--- src/rtl/rcc_pkg.sv ---
// Shared types, select encodings and helpers for the clock-select sequencer.
package rcc_pkg;

    typedef enum logic [1:0] {
        SRC_A = 2'd0,
        SRC_B = 2'd1,
        SRC_C = 2'd2
    } clk_src_e;

    typedef enum logic [1:0] {
        ST_IDLE     = 2'd0,
        ST_WAIT_RDY = 2'd1,
        ST_SWITCH   = 2'd2,
        ST_SETTLE   = 2'd3
    } sel_ctrl_state_e;

    localparam logic [1:0] SEL_A = 2'b00;
    localparam logic [1:0] SEL_B = 2'b01;
    localparam logic [1:0] SEL_C = 2'b10;

    function automatic logic [1:0] src2sel(input logic [1:0] src);
        logic [1:0] sel;
        case (src)
            SRC_A:   sel = SEL_A;
            SRC_B:   sel = SEL_B;
            SRC_C:   sel = SEL_C;
            default: sel = SEL_A;
        endcase
        return sel;
    endfunction

    // Counter width for a count limit, never narrower than one bit.
    function automatic int cnt_width(input int n);
        return (n <= 1) ? 1 : $clog2(n);
    endfunction

endpackage

--- src/rtl/rcc_sync.sv ---
// Single-bit multi-flop synchronizer with asynchronous active-low reset to 0.
module rcc_sync #(
    parameter int STAGES = 2
) (
    input  logic clk_i,
    input  logic rstn_i,
    input  logic d_i,
    output logic q_o
);

    logic [STAGES-1:0] sync_ff;

    always_ff @(posedge clk_i or negedge rstn_i) begin
        if (!rstn_i) begin
            sync_ff <= '0;
        end else begin
            sync_ff <= {sync_ff[STAGES-2:0], d_i};
        end
    end

    assign q_o = sync_ff[STAGES-1];

endmodule

--- src/rtl/rcc_clk_sel_ctrl.sv ---
// Clock-source select sequencer driving the glitch-free mux select.
// Optional macro RCC_AUTO_FALLBACK_EN: fall back to RESET_SRC when the current source loses ready.
module rcc_clk_sel_ctrl
    import rcc_pkg::*;
#(
    parameter int SYNC_STAGES    = 2,
    parameter int SETTLE_CYCLES  = 8,
    parameter int TIMEOUT_CYCLES = 256,
    parameter int RESET_SRC      = 0
) (
    input  logic            clk_i,
    input  logic            rstn_i,
    input  logic            req_valid_i,
    input  logic [1:0]      req_src_i,
    output logic            req_ready_o,
    input  logic [2:0]      src_rdy_i,
    output logic [1:0]      sel_o,
    output logic [1:0]      cur_src_o,
    output logic            busy_o,
    output logic            done_o,
    output logic            err_o,
    output sel_ctrl_state_e dbg_state_o
);

    localparam int         TW         = cnt_width(TIMEOUT_CYCLES);
    localparam int         SW         = cnt_width(SETTLE_CYCLES);
    localparam logic [TW-1:0] TO_LAST  = TW'(TIMEOUT_CYCLES - 1);
    localparam logic [SW-1:0] SET_LAST = SW'(SETTLE_CYCLES - 1);
    localparam logic [1:0] RESET_CODE = 2'(RESET_SRC);

    logic [2:0] rdy_s;

    for (genvar g = 0; g < 3; g++) begin : g_sync
        rcc_sync #(.STAGES(SYNC_STAGES)) u_sync (
            .clk_i  (clk_i),
            .rstn_i (rstn_i),
            .d_i    (src_rdy_i[g]),
            .q_o    (rdy_s[g])
        );
    end

    sel_ctrl_state_e state_q, state_d;
    logic [1:0]      target_q, target_d;
    logic [TW-1:0]   timer_q, timer_d;
    logic [SW-1:0]   settle_q, settle_d;
    logic [1:0]      sel_q, sel_d;
    logic [1:0]      cur_q, cur_d;
    logic            done_q, done_d;
    logic            err_q, err_d;
    logic            fallback_hit;

`ifdef RCC_AUTO_FALLBACK_EN
    assign fallback_hit = (state_q == ST_IDLE) && !rdy_s[cur_q] && (cur_q != RESET_CODE);
`else
    assign fallback_hit = 1'b0;
`endif

    always_comb begin
        state_d  = state_q;
        target_d = target_q;
        timer_d  = timer_q;
        settle_d = settle_q;
        sel_d    = sel_q;
        cur_d    = cur_q;
        done_d   = 1'b0;
        err_d    = 1'b0;
        case (state_q)
            ST_IDLE: begin
                // A lost current source pre-empts any pending request.
                if (fallback_hit) begin
                    err_d    = 1'b1;
                    target_d = RESET_CODE;
                    timer_d  = '0;
                    state_d  = ST_WAIT_RDY;
                end else if (req_valid_i) begin
                    if (req_src_i == 2'd3) begin
                        err_d = 1'b1;
                    end else if (req_src_i == cur_q) begin
                        done_d = 1'b1;
                    end else begin
                        target_d = req_src_i;
                        timer_d  = '0;
                        state_d  = ST_WAIT_RDY;
                    end
                end
            end
            ST_WAIT_RDY: begin
                if (rdy_s[target_q]) begin
                    state_d = ST_SWITCH;
                end else if (timer_q == TO_LAST) begin
                    err_d   = 1'b1;
                    state_d = ST_IDLE;
                end else begin
                    timer_d = timer_q + 1'b1;
                end
            end
            ST_SWITCH: begin
                sel_d    = src2sel(target_q);
                settle_d = '0;
                state_d  = ST_SETTLE;
            end
            ST_SETTLE: begin
                if (settle_q == SET_LAST) begin
                    cur_d   = target_q;
                    done_d  = 1'b1;
                    state_d = ST_IDLE;
                end else begin
                    settle_d = settle_q + 1'b1;
                end
            end
            default: state_d = ST_IDLE;
        endcase
    end

    always_ff @(posedge clk_i or negedge rstn_i) begin
        if (!rstn_i) begin
            state_q  <= ST_IDLE;
            target_q <= RESET_CODE;
            timer_q  <= '0;
            settle_q <= '0;
            sel_q    <= src2sel(RESET_CODE);
            cur_q    <= RESET_CODE;
            done_q   <= 1'b0;
            err_q    <= 1'b0;
        end else begin
            state_q  <= state_d;
            target_q <= target_d;
            timer_q  <= timer_d;
            settle_q <= settle_d;
            sel_q    <= sel_d;
            cur_q    <= cur_d;
            done_q   <= done_d;
            err_q    <= err_d;
        end
    end

    // Handshake: a request is consumed on a clock edge where req_valid_i && req_ready_o.
    assign req_ready_o = (state_q == ST_IDLE) && !fallback_hit;
    assign busy_o      = (state_q != ST_IDLE);
    assign sel_o       = sel_q;
    assign cur_src_o   = cur_q;
    assign done_o      = done_q;
    assign err_o       = err_q;
    assign dbg_state_o = state_q;

endmodule

--- config.mk ---
export PLATFORM = sky130hd
export DESIGN_NAME = rcc_clk_sel_ctrl
export DESIGN_NICKNAME = d
export VERILOG_FILES = /design/src/rtl/rcc_pkg.sv /design/src/rtl/rcc_sync.sv /design/src/rtl/rcc_clk_sel_ctrl.sv
export SDC_FILE = /design/constraint.sdc
export NUM_CORES = 1
export LEC_CHECK = 0
export CAP_MARGIN = 30
export CORE_UTILIZATION = 50
export DETAILED_ROUTE_END_ITERATION = 10
export PLACE_DENSITY_LB_ADDON = 0.2
export SLEW_MARGIN = 40
export SYNTH_ARGS = -nofsm -noshare
export SYNTH_HDL_FRONTEND = slang
export SYNTH_HIERARCHICAL = 1
export SYNTH_SLANG_ARGS = --single-unit
--- constraint.sdc ---
create_clock -name clk_i -period 1.64 [get_ports clk_i]
set_input_delay 0.41 -clock clk_i [delete_from_list [all_inputs] [get_ports clk_i]]
set_output_delay 0.41 -clock clk_i [all_outputs]
set_load 0.02 [all_outputs]
==> run_results.csv, run 1 <==
group,metric,value,unit
worst_setup_path,startpoint_type,"flip-flop",
worst_setup_path,crit_type,"flip-flop to flip-flop",
global_route,gr-total-overflow,0,
synth,synth_flop_cell,"dfrtp_1",
status,failed_checks,"negative setup slack",
global_route,antenna_found_initial,0,
routing,remaining_drc_errors,0,
placed_design,dpl.hpwl,2780,microns
timing,hold_viol_final,0,
timing,fin_crit,1.71,ns
timing,fmax,0.585,GHz
global_route,grt_pass1_wl,6800,microns
power_and_ir_drop,total_power,3.98,mW
worst_setup_path,rr_endpoint,"timer_q[6]",
timing,worst_pin_slew,0.346,ns
timing,finalCritPeriodShare,104,%
routing,vias,1563,
cts,clk_latency,0.33,ns
global_route,grt_max_degree,28,
hold_path,hold-path-endpoint,"g_sync[1].u_sync/sync_ff[1]",
layout,nets,236,
cts,cts_made_buffers,3,
timing,setup_slack,-0.0707,ns
worst_setup_path,r2r-start,"timer_q[1]",
synth,synth_area_leaders,"dfrtp_1 43%, ha_1 5.6%, nand2_1 4.6%, mux2_1 2.9%, o21ai_1 2.2%",
status,status,"complete, but fails checks",
placed_design,dp_slack,-0.436,ns
worst_setup_path,cp_cell_sequence,"ha_4 -> buf_4 -> nand2_1 -> or4_1 -> o22ai_1 -> a21o_1",
worst_setup_path,worst_ep_arrival_time,2.00,ns
cts,hold_buffers,0,
routing,ant_nets,0,
hold_path,holdCritStartpoint,"g_sync[1].u_sync/sync_ff[0]",
worst_setup_path,slowest_stage,"or4_1",
synth,synthesis.area,0.00156,sq mm
worst_setup_path,r2r_setup_slack,-0.07,ns
synth,synth_top_area_share,43.3,%
timing,rsz0062_at_grt,"true",
die,ios,18,
layout,regArea,682,sq um
die,die_area,0.00335,sq mm
worst_setup_path,r2r_cells,6,
timing,skew,0.00142,ns
synth,syn_nets,178,
layout,n_fill_cell,170,
worst_setup_path,worstPathRequired,1.93,ns
layout,drive_above_1_share,40.5,%
synth,ys_ff_latch,27,
routing,avgRoutedWirePerCell,18.1,microns
run,maxCapViolations,0,
synth,seq_area_frac_synth,43.3,%
placed_design,io_buffer_count,17,
layout,multi_input_area,992,sq um
die,die_h,57.8,microns
die,die_x,57.8,microns
power_and_ir_drop,vdd_drop_max,1230,uV
routing,wl,4540,microns
layout,antenna_cells,0,
cts,cts_tree,"yes",
routing,viasPerCell,6.23,
worst_setup_path,slowest_delay,0.51,ns
worst_setup_path,worst-path-max-fanout,4,
timing,slew_headroom,76.9,%
power_and_ir_drop,power_density,1740,mW/mm^2
routing,drt_iter0_markers,69,
synth,yosys.area.top_type,"dfrtp_1",
global_route,first_global_vias,1506,
cts,cts_sinks,27,
synth,ys_warn_count,6,
die,core,0.00285,sq mm
worst_setup_path,end_kind,"flip-flop",
synth,synthCells,163,
placed_design,routabilityCongestion,0.906,
synth,synth_edf_count,0,
die,initial_core_util,54.6,%
timing,worst_hold_slack,0.369,ns
synth,syn_avg_cell_area,9.56,sq um
power_and_ir_drop,leakagePower,1.04,nW
hold_path,hold_path_depth,0,
timing,slew_viol_final,0,
layout,area_delta_synth_final,47.3,%
cts,cts_max_path_buffers,2,
timing,final-setup-viol-count,5,
cts,root_buffer,"clkbuf_4",
routing,first_pass_iters,4,
cts,cts_htree_levels,1,
synth,synthArstFlopShare,100,%
die,num_rows,19,
cts,path_clk_slew,0.16,ns
hold_path,hp-class,"flip-flop to flip-flop",
global_route,groute.usage.overall,26.7,%
synth,synth_cell_type_count,49,
## worst max-delay path by stage
stage,cells past startpoint,end,from
finish,6,timer_q[6],timer_q[1]
global placement,6,flip-flop,req_src_i[0]
global route,6,timer_q[3],flip-flop
CTS,6,timer_q[3],flip-flop
floorplan,6,target_q[0],dbg_state_o[0]
detailed placement,7,timer_q[3],req_src_i[0]
## cells in the final DEF (no fill, tap or decap), drive strengths merged, types with 4 or more instances in the layout
cell type	n
nand3	6
o211ai	4
or3	4
mux2	4
dlygate4sd2	7
o21ai	12
nand2	19
nor3	4
nor2	8
a21oi	5
ha	7
o22ai	4
buf	46
dfrtp	27
clkbuf	4
clkdlybuf4s50	5
inv	8
a31oi	4
## metal layers
| metal | global-route usage (%) | routed length, microns | vias to the layer above |
|---|---|---|---|
| met5 | 0 | 0 | - |
| met4 | 10.2 | 160 | 0 |
| met3 | 3.79 | 214 | 22 |
| met2 | 48.6 | 2370 | 69 |
| met1 | 31.5 | 1800 | 760 |
| li1 | - | - | 712 |
## synthesized netlist by cell type, types with 3 or more instances
| cell type | n |
|---|---|
| inv_1 | 6 |
| a31oi_1 | 4 |
| buf_2 | 3 |
| nand3_1 | 6 |
| dfrtp_1 | 27 |
| o21ai_0 | 5 |
| nand2_1 | 19 |
| nor2_1 | 7 |
| nor2b_1 | 3 |
| o211ai_1 | 3 |
| nor4_1 | 3 |
| nor3_1 | 4 |
| ha_1 | 7 |
| a21oi_1 | 5 |
| mux2_1 | 4 |
| or3_1 | 4 |
| o21ai_1 | 7 |
| nand3b_1 | 3 |
| o22ai_1 | 4 |
## kinds of logic after synthesis
logic type | after synthesis | share of synthesized area (%)
fa+ha+maj | 7 | 5.62
mux | 5 | 4.33
compound gates | 44 | 19.8
xor+xnor | 1 | 0.562
flops | 27 | 43.3
buf+inv | 16 | 5.06
simple gates | 63 | 21.3
## stage by stage
| stage | util [%] | instances | cell area, sq um | setup TNS (ns) |
|---|---|---|---|---|
| finish | 80.5 | 251 | 2300 | -0.220 |
| global route | 80.5 | 251 | 2300 | -0.709 |
| CTS | 75.0 | 244 | 2140 | -0.267 |
| detailed placement | 70.3 | 237 | 2000 | -3.80 |
| global placement | 70.3 | 237 | 2000 | -3.22 |
| floorplan | - | 163 | 1610 | 0 |
## state kept, by name, summed over array words and instances (netlist names), named ones only
| register | count |
|---|---|
| err_o | 1 |
| settle_q | 3 |
| target_q | 2 |
| sel_o | 2 |
| cur_src_o | 2 |
| done_o | 1 |
| g_sync.u_sync/sync_ff | 6 |
| dbg_state_o | 1 |
| timer_q | 8 |
## report_power, final
part / switching, mW / internal, mW / total, mW / leakage (nW)
Combinational: 1.29 / 1.33 / 2.62 / 0.685
Sequential: 0.205 / 0.854 / 1.06 / 0.338
Clock: 0.214 / 0.0935 / 0.307 / 0.0139
Total: 1.71 / 2.27 / 3.98 / 1.04
## area by class of cell
type | count | share of cell area (%)
multi-input combinational | 120 | 43.2
sequential | 27 | 29.7
timing repair buffer | 61 | 22.7
tap | 31 | 1.69
inverter | 8 | 1.42
clock buffer | 3 | 0.981
clock inverter | 1 | 0.327
## critical path, delay by kind of cell (launching register included)
kind | cells | cell delay [ns]
compound gates | 2 | 0.30
fa+ha+maj | 1 | 0.17
buf+inv | 1 | 0.13
flops | 1 | 0.42
simple gates | 2 | 0.64
## repair_timing
| item | CTS | global route |
|---|---|---|
| endpoints found under the setup margin | 19 | 17 |
| pin swaps | 11 | 16 |
| gates cloned | 0 | 0 |
| setup buffers | 3 | 7 |
| resized for setup | 39 | 28 |
Power figures use the tool's default switching activity.
==> run 2: changes to the inputs <==
--- a/config.mk
+++ b/config.mk
@@ -7,9 +7,10 @@
 export LEC_CHECK = 0
 export CAP_MARGIN = 30
 export CORE_UTILIZATION = 50
+export CTS_CLUSTER_SIZE = 10
 export DETAILED_ROUTE_END_ITERATION = 10
 export PLACE_DENSITY_LB_ADDON = 0.2
-export SLEW_MARGIN = 40
+export SLEW_MARGIN = 20
 export SYNTH_ARGS = -nofsm -noshare
 export SYNTH_HDL_FRONTEND = slang
 export SYNTH_HIERARCHICAL = 1
==> results of run 2 <==
No change in the layout: final DEF, timing and power equal those of run 1.
